==> src/rtl/simple_pkg.sv <==
`default_nettype none
// +----------------------------------------------------------------------+
// | Module  : simple_pkg                                                 |
// | Purpose : Shared encodings for the SIMPLE 16-bit core: opcode field  |
// |           constants, canonical NOP/HLT words, fetch FSM state type   |
// |           and the HLT pre-decode helper.                             |
// | Ports   : none (package)                                             |
// | Rev     : 1.0  initial release                                       |
// +----------------------------------------------------------------------+
package simple_pkg;

  // Major opcode, instr[15:14]
  localparam logic [1:0] OP1_LD  = 2'b00;
  localparam logic [1:0] OP1_BR  = 2'b10;
  localparam logic [1:0] OP1_SYS = 2'b11;

  // Branch group sub-opcode, instr[13:11]
  localparam logic [2:0] OP2_B   = 3'b100;
  localparam logic [2:0] OP2_BC  = 3'b111;

  // System group function, instr[7:4]
  localparam logic [3:0] OP3_HLT = 4'b1111;
  localparam logic [3:0] OP3_NOP = 4'b1110;

  localparam logic [15:0] INSTR_NOP = 16'hC0E0;
  localparam logic [15:0] INSTR_HLT = 16'hC0F0;

  typedef enum logic [2:0] {
    ST_IDLE   = 3'd0,
    ST_ISSUE  = 3'd1,
    ST_WAIT   = 3'd2,
    ST_HOLD   = 3'd3,
    ST_HALTED = 3'd4
  } fetch_state_t;

  // HLT is recognised from op1 and op3 alone; the remaining bits are don't-care.
  function automatic logic is_hlt(input logic [15:0] word);
    return (word[15:14] == OP1_SYS) && (word[7:4] == OP3_HLT);
  endfunction

endpackage
`default_nettype wire

==> src/rtl/simple_fetch_if.sv <==
`default_nettype none
// +----------------------------------------------------------------------+
// | Module  : simple_fetch_if                                            |
// | Purpose : Bundles the instruction-memory read bus and the instr      |
// |           valid/ready stream between fetch and its neighbours.       |
// | Ports   : master = fetch unit (drives imem_req/addr, instr*)         |
// |           slave  = memory + decode side (drives rvalid/rdata, ready) |
// | Rev     : 1.0  initial release                                       |
// +----------------------------------------------------------------------+
interface simple_fetch_if #(
  parameter int PC_WIDTH = 16
);
  logic                imem_req;
  logic [PC_WIDTH-1:0] imem_addr;
  logic                imem_rvalid;
  logic [15:0]         imem_rdata;
  logic [15:0]         instr;
  logic [PC_WIDTH-1:0] instr_pc;
  logic                instr_valid;
  logic                instr_ready;

  modport master (
    output imem_req, imem_addr, instr, instr_pc, instr_valid,
    input  imem_rvalid, imem_rdata, instr_ready
  );

  modport slave (
    input  imem_req, imem_addr, instr, instr_pc, instr_valid,
    output imem_rvalid, imem_rdata, instr_ready
  );
endinterface
`default_nettype wire

==> src/rtl/simple_fetch.sv <==
`default_nettype none
// +----------------------------------------------------------------------+
// | Module  : simple_fetch                                               |
// | Purpose : Instruction fetch unit. Owns the PC, issues one word read  |
// |           at a time, presents the word to decode over valid/ready,   |
// |           follows branch redirects and parks itself after HLT.       |
// | Ports   : clock, reset (sync, active-high), exec (start/resume),     |
// |           bus (simple_fetch_if.master), redirect_valid/redirect_pc,  |
// |           halted; fetch_count/stall_count when the optional macro    |
// |           SIMPLE_FETCH_STATS_EN is defined.                          |
// | Rev     : 1.0  initial release                                       |
// +----------------------------------------------------------------------+
module simple_fetch
  import simple_pkg::*;
#(
  parameter int                  PC_WIDTH = 16,
  parameter logic [PC_WIDTH-1:0] RESET_PC = '0
) (
  input  logic                clock,
  input  logic                reset,
  input  logic                exec,
  simple_fetch_if.master      bus,
  input  logic                redirect_valid,
  input  logic [PC_WIDTH-1:0] redirect_pc,
  output logic                halted
`ifdef SIMPLE_FETCH_STATS_EN
  ,
  output logic [31:0]         fetch_count,
  output logic [31:0]         stall_count
`endif
);

  fetch_state_t        state;
  logic [PC_WIDTH-1:0] pc;
  logic                drop;       // in-flight read belongs to a squashed path
  logic [15:0]         instr_q;
  logic [PC_WIDTH-1:0] instr_pc_q;
  logic                instr_valid_q;

  // Moore outputs: the request lives exactly in ISSUE and always carries pc.
  assign bus.imem_req    = (state == ST_ISSUE);
  assign bus.imem_addr   = pc;
  assign bus.instr       = instr_q;
  assign bus.instr_pc    = instr_pc_q;
  assign bus.instr_valid = instr_valid_q;
  assign halted          = (state == ST_HALTED);

  always_ff @(posedge clock) begin
    if (reset) begin
      state         <= ST_IDLE;
      pc            <= RESET_PC;
      drop          <= 1'b0;
      instr_q       <= INSTR_NOP;
      instr_pc_q    <= '0;
      instr_valid_q <= 1'b0;
    end else begin
      unique case (state)
        ST_IDLE: begin
          if (exec) state <= ST_ISSUE;
        end

        ST_ISSUE: begin
          state <= ST_WAIT;
          if (redirect_valid) begin
            drop <= 1'b1;
            pc   <= redirect_pc;
          end
        end

        ST_WAIT: begin
          if (bus.imem_rvalid && redirect_valid) begin
            // Data belongs to the old path; refetch from the target at once.
            pc    <= redirect_pc;
            drop  <= 1'b0;
            state <= ST_ISSUE;
          end else if (bus.imem_rvalid && drop) begin
            drop  <= 1'b0;
            state <= ST_ISSUE;
          end else if (bus.imem_rvalid) begin
            instr_q       <= bus.imem_rdata;
            instr_pc_q    <= pc;
            pc            <= pc + 1'b1;
            instr_valid_q <= 1'b1;
            state         <= ST_HOLD;
          end else if (redirect_valid) begin
            drop <= 1'b1;
            pc   <= redirect_pc;
          end
        end

        ST_HOLD: begin
          // A redirect squashes the held word even if decode is ready.
          if (redirect_valid) begin
            instr_valid_q <= 1'b0;
            pc            <= redirect_pc;
            state         <= ST_ISSUE;
          end else if (bus.instr_ready) begin
            instr_valid_q <= 1'b0;
            state         <= is_hlt(instr_q) ? ST_HALTED : ST_ISSUE;
          end
        end

        ST_HALTED: begin
          if (exec) state <= ST_ISSUE;
        end

        default: state <= ST_IDLE;
      endcase
    end
  end

`ifdef SIMPLE_FETCH_STATS_EN
  // A squashing redirect wins over ready, so it does not count as a handshake.
  logic handshake;
  logic stall;
  assign handshake = instr_valid_q && bus.instr_ready && !redirect_valid;
  assign stall     = instr_valid_q && !bus.instr_ready;

  always_ff @(posedge clock) begin
    if (reset) begin
      fetch_count <= '0;
      stall_count <= '0;
    end else begin
      if (handshake && (fetch_count != '1)) fetch_count <= fetch_count + 32'd1;
      if (stall && (stall_count != '1))     stall_count <= stall_count + 32'd1;
    end
  end
`endif

endmodule
`default_nettype wire

==> src/flat_wrapper.sv <==
// flat-port wrapper written by rule: the top's interface ports become plain ports
module simple_fetch_flat import simple_pkg::*;
#(
  parameter int                  PC_WIDTH = 16,
  parameter logic [PC_WIDTH-1:0] RESET_PC = '0
)
  (clock, reset, exec, redirect_valid, redirect_pc, halted, bus_imem_req, bus_imem_addr, bus_instr, bus_instr_pc, bus_instr_valid, bus_imem_rvalid, bus_imem_rdata, bus_instr_ready);
  simple_fetch_if #(.PC_WIDTH(PC_WIDTH)) bus_i ();
  input  logic clock;
  input  logic reset;
  input  logic exec;
  input  logic redirect_valid;
  input  logic [PC_WIDTH-1:0] redirect_pc;
  output logic halted;
  output wire logic [$bits(bus_i.imem_req)-1:0] bus_imem_req;
  output wire logic [$bits(bus_i.imem_addr)-1:0] bus_imem_addr;
  output wire logic [$bits(bus_i.instr)-1:0] bus_instr;
  output wire logic [$bits(bus_i.instr_pc)-1:0] bus_instr_pc;
  output wire logic [$bits(bus_i.instr_valid)-1:0] bus_instr_valid;
  input wire logic [$bits(bus_i.imem_rvalid)-1:0] bus_imem_rvalid;
  input wire logic [$bits(bus_i.imem_rdata)-1:0] bus_imem_rdata;
  input wire logic [$bits(bus_i.instr_ready)-1:0] bus_instr_ready;
  assign bus_imem_req = bus_i.imem_req;
  assign bus_imem_addr = bus_i.imem_addr;
  assign bus_instr = bus_i.instr;
  assign bus_instr_pc = bus_i.instr_pc;
  assign bus_instr_valid = bus_i.instr_valid;
  assign bus_i.imem_rvalid = bus_imem_rvalid;
  assign bus_i.imem_rdata = bus_imem_rdata;
  assign bus_i.instr_ready = bus_instr_ready;
  simple_fetch #(.PC_WIDTH(PC_WIDTH), .RESET_PC(RESET_PC)) u_core (.clock(clock), .reset(reset), .exec(exec), .bus(bus_i), .redirect_valid(redirect_valid), .redirect_pc(redirect_pc), .halted(halted));
endmodule
==> config.mk <==
export PLATFORM = sky130hd
export DESIGN_NAME = simple_fetch_flat
export DESIGN_NICKNAME = d
export VERILOG_FILES = /design/src/rtl/simple_pkg.sv /design/src/rtl/simple_fetch_if.sv /design/src/rtl/simple_fetch.sv /design/src/flat_wrapper.sv
export SDC_FILE = /design/constraint.sdc
export NUM_CORES = 1
export LEC_CHECK = 0
export ABC_AREA = 1
export CAP_MARGIN = 20
export CORE_ASPECT_RATIO = 0.9
export CORE_MARGIN = 5
export CORE_UTILIZATION = 45
export CTS_BUF_LIST = sky130_fd_sc_hd__clkbuf_16
export CTS_CLUSTER_SIZE = 16
export DETAILED_ROUTE_END_ITERATION = 6
export DONT_BUFFER_PORTS = 1
export HOLD_SLACK_MARGIN = 0.02
export PLACE_DENSITY = 0.64
export SYNTH_ARGS = -nofsm -noshare
export SYNTH_HDL_FRONTEND = slang
export SYNTH_SLANG_ARGS = --single-unit
export TNS_END_PERCENT = 1
==> constraint.sdc <==
create_clock -name clock -period 2.4 [get_ports clock]
set_input_delay 0.36 -clock clock [delete_from_list [all_inputs] [get_ports clock]]
set_output_delay 0.36 -clock clock [all_outputs]
set_load 0.01 [all_outputs]
==> Word level (Yosys, flattened, before mapping) <==
Cells that the tools add are included.
{ "word_totals": {"elab_cells": 61, "in_bits": 38, "reg_bits": 53, "out_inout_bits": 51} }
{ "op_classes": {"mux": 24, "n_eq_ne": 14, "n_bitwise": 2, "reduce_logical": 14, "n_addsub": 1} }
{ "ops": {"columns": ["cell", "count"], "rows": [
  ["2-to-1 mux 16 bit", 4],
  ["case mux 16 bit (2 select lines)", 1],
  ["2-to-1 mux 3 bit", 7],
  ["adder 16 x 1 -> 16 bit (second input constant)", 1],
  ["case mux 3 bit (4 select lines)", 1],
  ["2-to-1 mux 1 bit", 9],
  ["!= test 4 x 2 -> 1 bit (second input constant)", 2],
  ["equality test 3 x 2 -> 1 bit (second input constant)", 2],
  ["!= test 2 bit (second input constant)", 3],
  ["nonzero test 2 bit", 3],
  ["AND reduction 5 bit", 1],
  ["equality test 4 bit (second input constant)", 1],
  ["case mux 1 bit (2 select lines)", 2],
  ["AND reduction 2 bit", 2],
  ["AND reduction 4 bit", 1],
  ["OR reduction 2 bit", 2],
  ["equality test 3 x 1 -> 1 bit (second input constant)", 1],
  ["equality test 3 bit (second input constant)", 1],
  ["logical AND 1 bit", 3],
  ["logical NOT 3 bit", 1],
  ["!= test 3 x 2 -> 1 bit (second input constant)", 1],
  ["!= test 3 bit (second input constant)", 1],
  ["AND reduction 3 bit", 1],
  ["equality test 2 bit (second input constant)", 1],
  ["2 further kinds", 3]
]} }

==> Longest topological paths before layout <==
{ "depth": {"ltp_word": 6, "ltp_mapped": 10, "mapped_depth_nobuf": 10} }

==> Worst setup path before layout <==
OpenSTA, ideal clock, no wires.
{ "synth_timing": {"path_kind": "register to register", "from": "reg u_core.pc[0], in the netlist u_core.bus.imem_addr[0]", "to": "reg u_core.pc[14], in the netlist u_core.bus.imem_addr[14]", "setup_ps": 70, "path_slack_ps": 892, "stages_incl_launch_ff": 10, "required_ps": 2330, "arrival_ps": 1438, "path_buffers": 0, "period_less_slack_ps": 1508, "cell_sequence": "dfxtp_1 > ha_1 > nand2_1 > nor2_1 > nand2_1 > nor2_1 > nand2_1 > nand2_1 > nand3_1 > a21oi_1"} }
{ "synth_via": {"elab_chain_cells": 5} }
{ "synth_rtl": {"columns": ["item", "line", "text"], "rows": [
  ["start, declared", "simple_fetch.sv:34", "logic [PC_WIDTH-1:0] pc;"],
  ["start signal, assigned", "simple_fetch.sv:66", "pc <= redirect_pc;"],
  ["start signal, assigned", "simple_fetch.sv:73", "pc <= redirect_pc;"],
  ["start signal, assigned", "simple_fetch.sv:82", "pc <= pc + 1'b1;"],
  ["adder 16 x 1 -> 16 bit", "simple_fetch.sv:82", null],
  ["2-to-1 mux 16 bit", "simple_fetch.sv:79", "end else if (bus.imem_rvalid) begin"],
  ["2-to-1 mux 16 bit", "simple_fetch.sv:76", "end else if (bus.imem_rvalid && drop) begin"],
  ["2-to-1 mux 16 bit", "simple_fetch.sv:71", "if (bus.imem_rvalid && redirect_valid) begin"],
  ["case mux 16 bit (2 select lines)", "simple_fetch.sv:57", "unique case (state)"]
]} }
Every way passes these cells. The select of a mux whose other input is x is not followed.
A chain may end at the register's enable or synchronous reset.

==> Worst setup path in the final report <==
Same ends and word-level chain as after synthesis.

==> flow_summary.toml <==
[timing]
rsz0062_at_grt = "no"
report.final.slew_viol_count = 0
clock_skew_ns = 0.007318
post-route-min-period_ns = 1.835
timing.hold.ws_ns = 0.1323
tightest_slew_ns = 0.4197
final.setup.tns_ns = 0
slew_headroom_pct = 71.80
max_clock_freq_mhz = 544.9
hold_viol = 0
worst_slack_ns = 0.5649
min_period_over_period_pct = 76.46
setup_viol = 0

[critical_path]
cp_max_fo = 7
critical_path.max_stage_delay_ns = 0.49
cpMostUsedCell = "nand2_1"
slowest_stage = "dfxtp_1"
worstSetupPathType = "register to register"
worstPathArrival_ns = 2.05
reg2reg_slack_ns = 0.56
crit_family = "simple AND/OR/NAND/NOR gates"
cp_cell_sequence = "ha_1 > nand2_1 > nor2_1 > nand2_1 > nor2_1 > nand2_1 > nand2_1 > nand3_1 > a21oi_1"
critPathLaunchType = "register"
cp-end-kind = "register"
path_buf_inv = 0
cp.required_ns = 2.62

[routing]
ant_nets = 0
drtIter0Drc = 193
wire_per_inst_um = 15.89
drc = 0
route.vias.total = 2472
drt_pass1_iterations = 4
viasPerCell = 5.421
wl_um = 7246

[yosys]
synth.top_cells.by_area = "dfxtp_1 40%, nand2_1 11%, o21ai_0 10%"
synth_cell_types = 27
netlist.area_leader.share_pct = 40.27
synth_fp_nets = 430
synth_seq_cells = 53
synthesis.area_sq_um = 2635
avgSynthCellArea_sq_um = 6.739
netlist_instances = 391
synth-seq-area-share_pct = 40.27
yosys_warnings = 0
yosysTopAreaCell = "dfxtp_1"

[die]
dieHeight_um = 82.60
ios = 89
row_count = 26
initial_utilization_pct = 46.29
coreArea_sq_um = 5693
die_w_um = 90.66
die_area_sq_um = 7488

[layout]
drive_above_1_share_pct = 6.995
n_fill_cell = 593
fin_util_pct = 49.41
diodes = 0
syn_to_final_growth_pct = 6.743
final_area_sq_um = 2813
fin_nets = 424

[clocking]
clock_path_buffers = 2
numCtsBuffers = 5
cts_resized = 0
clk_pin_slew_ns = 0.07
htreeDepth = 2
cts_setup_buffers = 0
clock_latency_ns = 0.29
cts_tree = "built"
ctsHoldBuffers = 0
cts_num_sinks = 53
cts-root-buf = "clkbuf_16"

[place]
hpwl_um = 5364
preCtsSetupSlack_ns = 0.6078
place.gp.congestion = 0.9065
placed_area_sq_um = 2650
port_buffers = 0

[pwr]
powerDensity_nw_per_um2 = 870.1
ir_drop_mv = 0.5026
power.leakage_uw = 0.001184

[global_route]
grt_max_degree = 46
grt_use_met2_pct = 30.04
overflow = 0
grt_first_pass_wirelength_um = 11640
grt_use_met3_pct = 6.159
grt_usage_pct = 19.26
use_met1_pct = 25.45
grt_busiest_layer = "met2"
antenna_found_initial = 0
grt_pass1_vias = 2314

[outcome]
status = "completed"

[flow_run]
maxCapViolations = 0

[hold_path]
hold_path_class = "primary input to register"
[path summary, 6_finish.rpt]
check | cells past startpoint | end | start
worst max-delay path | 9 | u_core.bus.imem_addr[14] | u_core.bus.imem_addr[0]
worst min-delay path | 1 | u_core.bus.instr_valid | reset
worst max register to register | 9 | u_core.bus.imem_addr[14] | u_core.bus.imem_addr[0]
worst min register to register | 2 | u_core.drop | u_core.drop
[state kept, by name (all words and copies together) (netlist names)]
name	cells
u_core.bus.imem_addr	16
u_core.bus.instr	16
u_core.bus.instr_pc	16
u_core.state	3
u_core.bus.instr_valid	1
u_core.drop	1
[final cells by class]
type	instances	area, sq um	share of cell area [%]
Clock buffer	5	125.1	4.448
Clock inverter	3	37.54	1.335
Inverter	40	150.1	5.338
Multi-Input combinational cell	283	1336	47.51
Sequential cell	53	1061	37.72
Tap cell	70	87.58	3.114
Timing Repair Buffer	2	15.01	0.5338
[metal layers]
layer	vias up	wire, um
li1	1268	-
met1	1124	3349
met2	73	3224
met3	7	597
met4	0	74
met5	-	0
[placed cells by master (no fill, tap or decap), types with 2 or more instances in the layout]
cell type	count
nor2_4	2
nand2_4	4
inv_1	34
dfxtp_1	53
o21ai_0	53
nand2_1	76
nand4_1	5
nor3_1	10
clkinv_1	2
a21oi_1	36
nor2_1	56
a31oi_1	3
clkbuf_16	5
nand3_1	24
buf_4	2
inv_2	6
a22oi_1	2
nor3_2	2
nor2_2	4
[cells by family (layout without fill, tap and decap cells)]
family,Yosys count,after routing,synth area share (%)
and+or+nand+nor,185,185,31.20
DFF,53,53,40.27
adders and majority gates,1,1,0.4748
AOI/OAI and AO/OA,97,97,19.04
buffers and inverters,55,50,9.022
[synth_stat cells (all sizes together)]
cell type and instances:
o211a 1, buf 9, ha 1, clkinv 1
o21bai 1, o21ai 54, nand2 81, nor4 1
nor2 62, dfxtp 53, a31oi 3, inv 39
nor3 12, nand3 24, clkbuf 6, a22oi 2
a21oi 36, nand4 5
[report_power, final]
part | internal (uW) | switching (uW)
Combinational | 159 | 340
Sequential | 981 | 173
Clock | 485 | 310
Total | 1620 | 823
[stage by stage]
step / power (uW) / instances
6_report: 2447 / 456
5_1_grt: 2602 / 456
4_1_cts: 2472 / 456
3_5_place_dp: 1673 / 448
3_3_place_gp: 1663 / 448
2_1_floorplan: 1556 / 391
[worst reg2reg max path, delay by kind of cell (launching register included)]
family | cells | cell delay [ns]
compound gates | 1 | 0.13
fa+ha+maj | 1 | 0.22
simple gates | 7 | 0.92
flops | 1 | 0.49
Note: power is estimated with default switching activity, not from simulation.
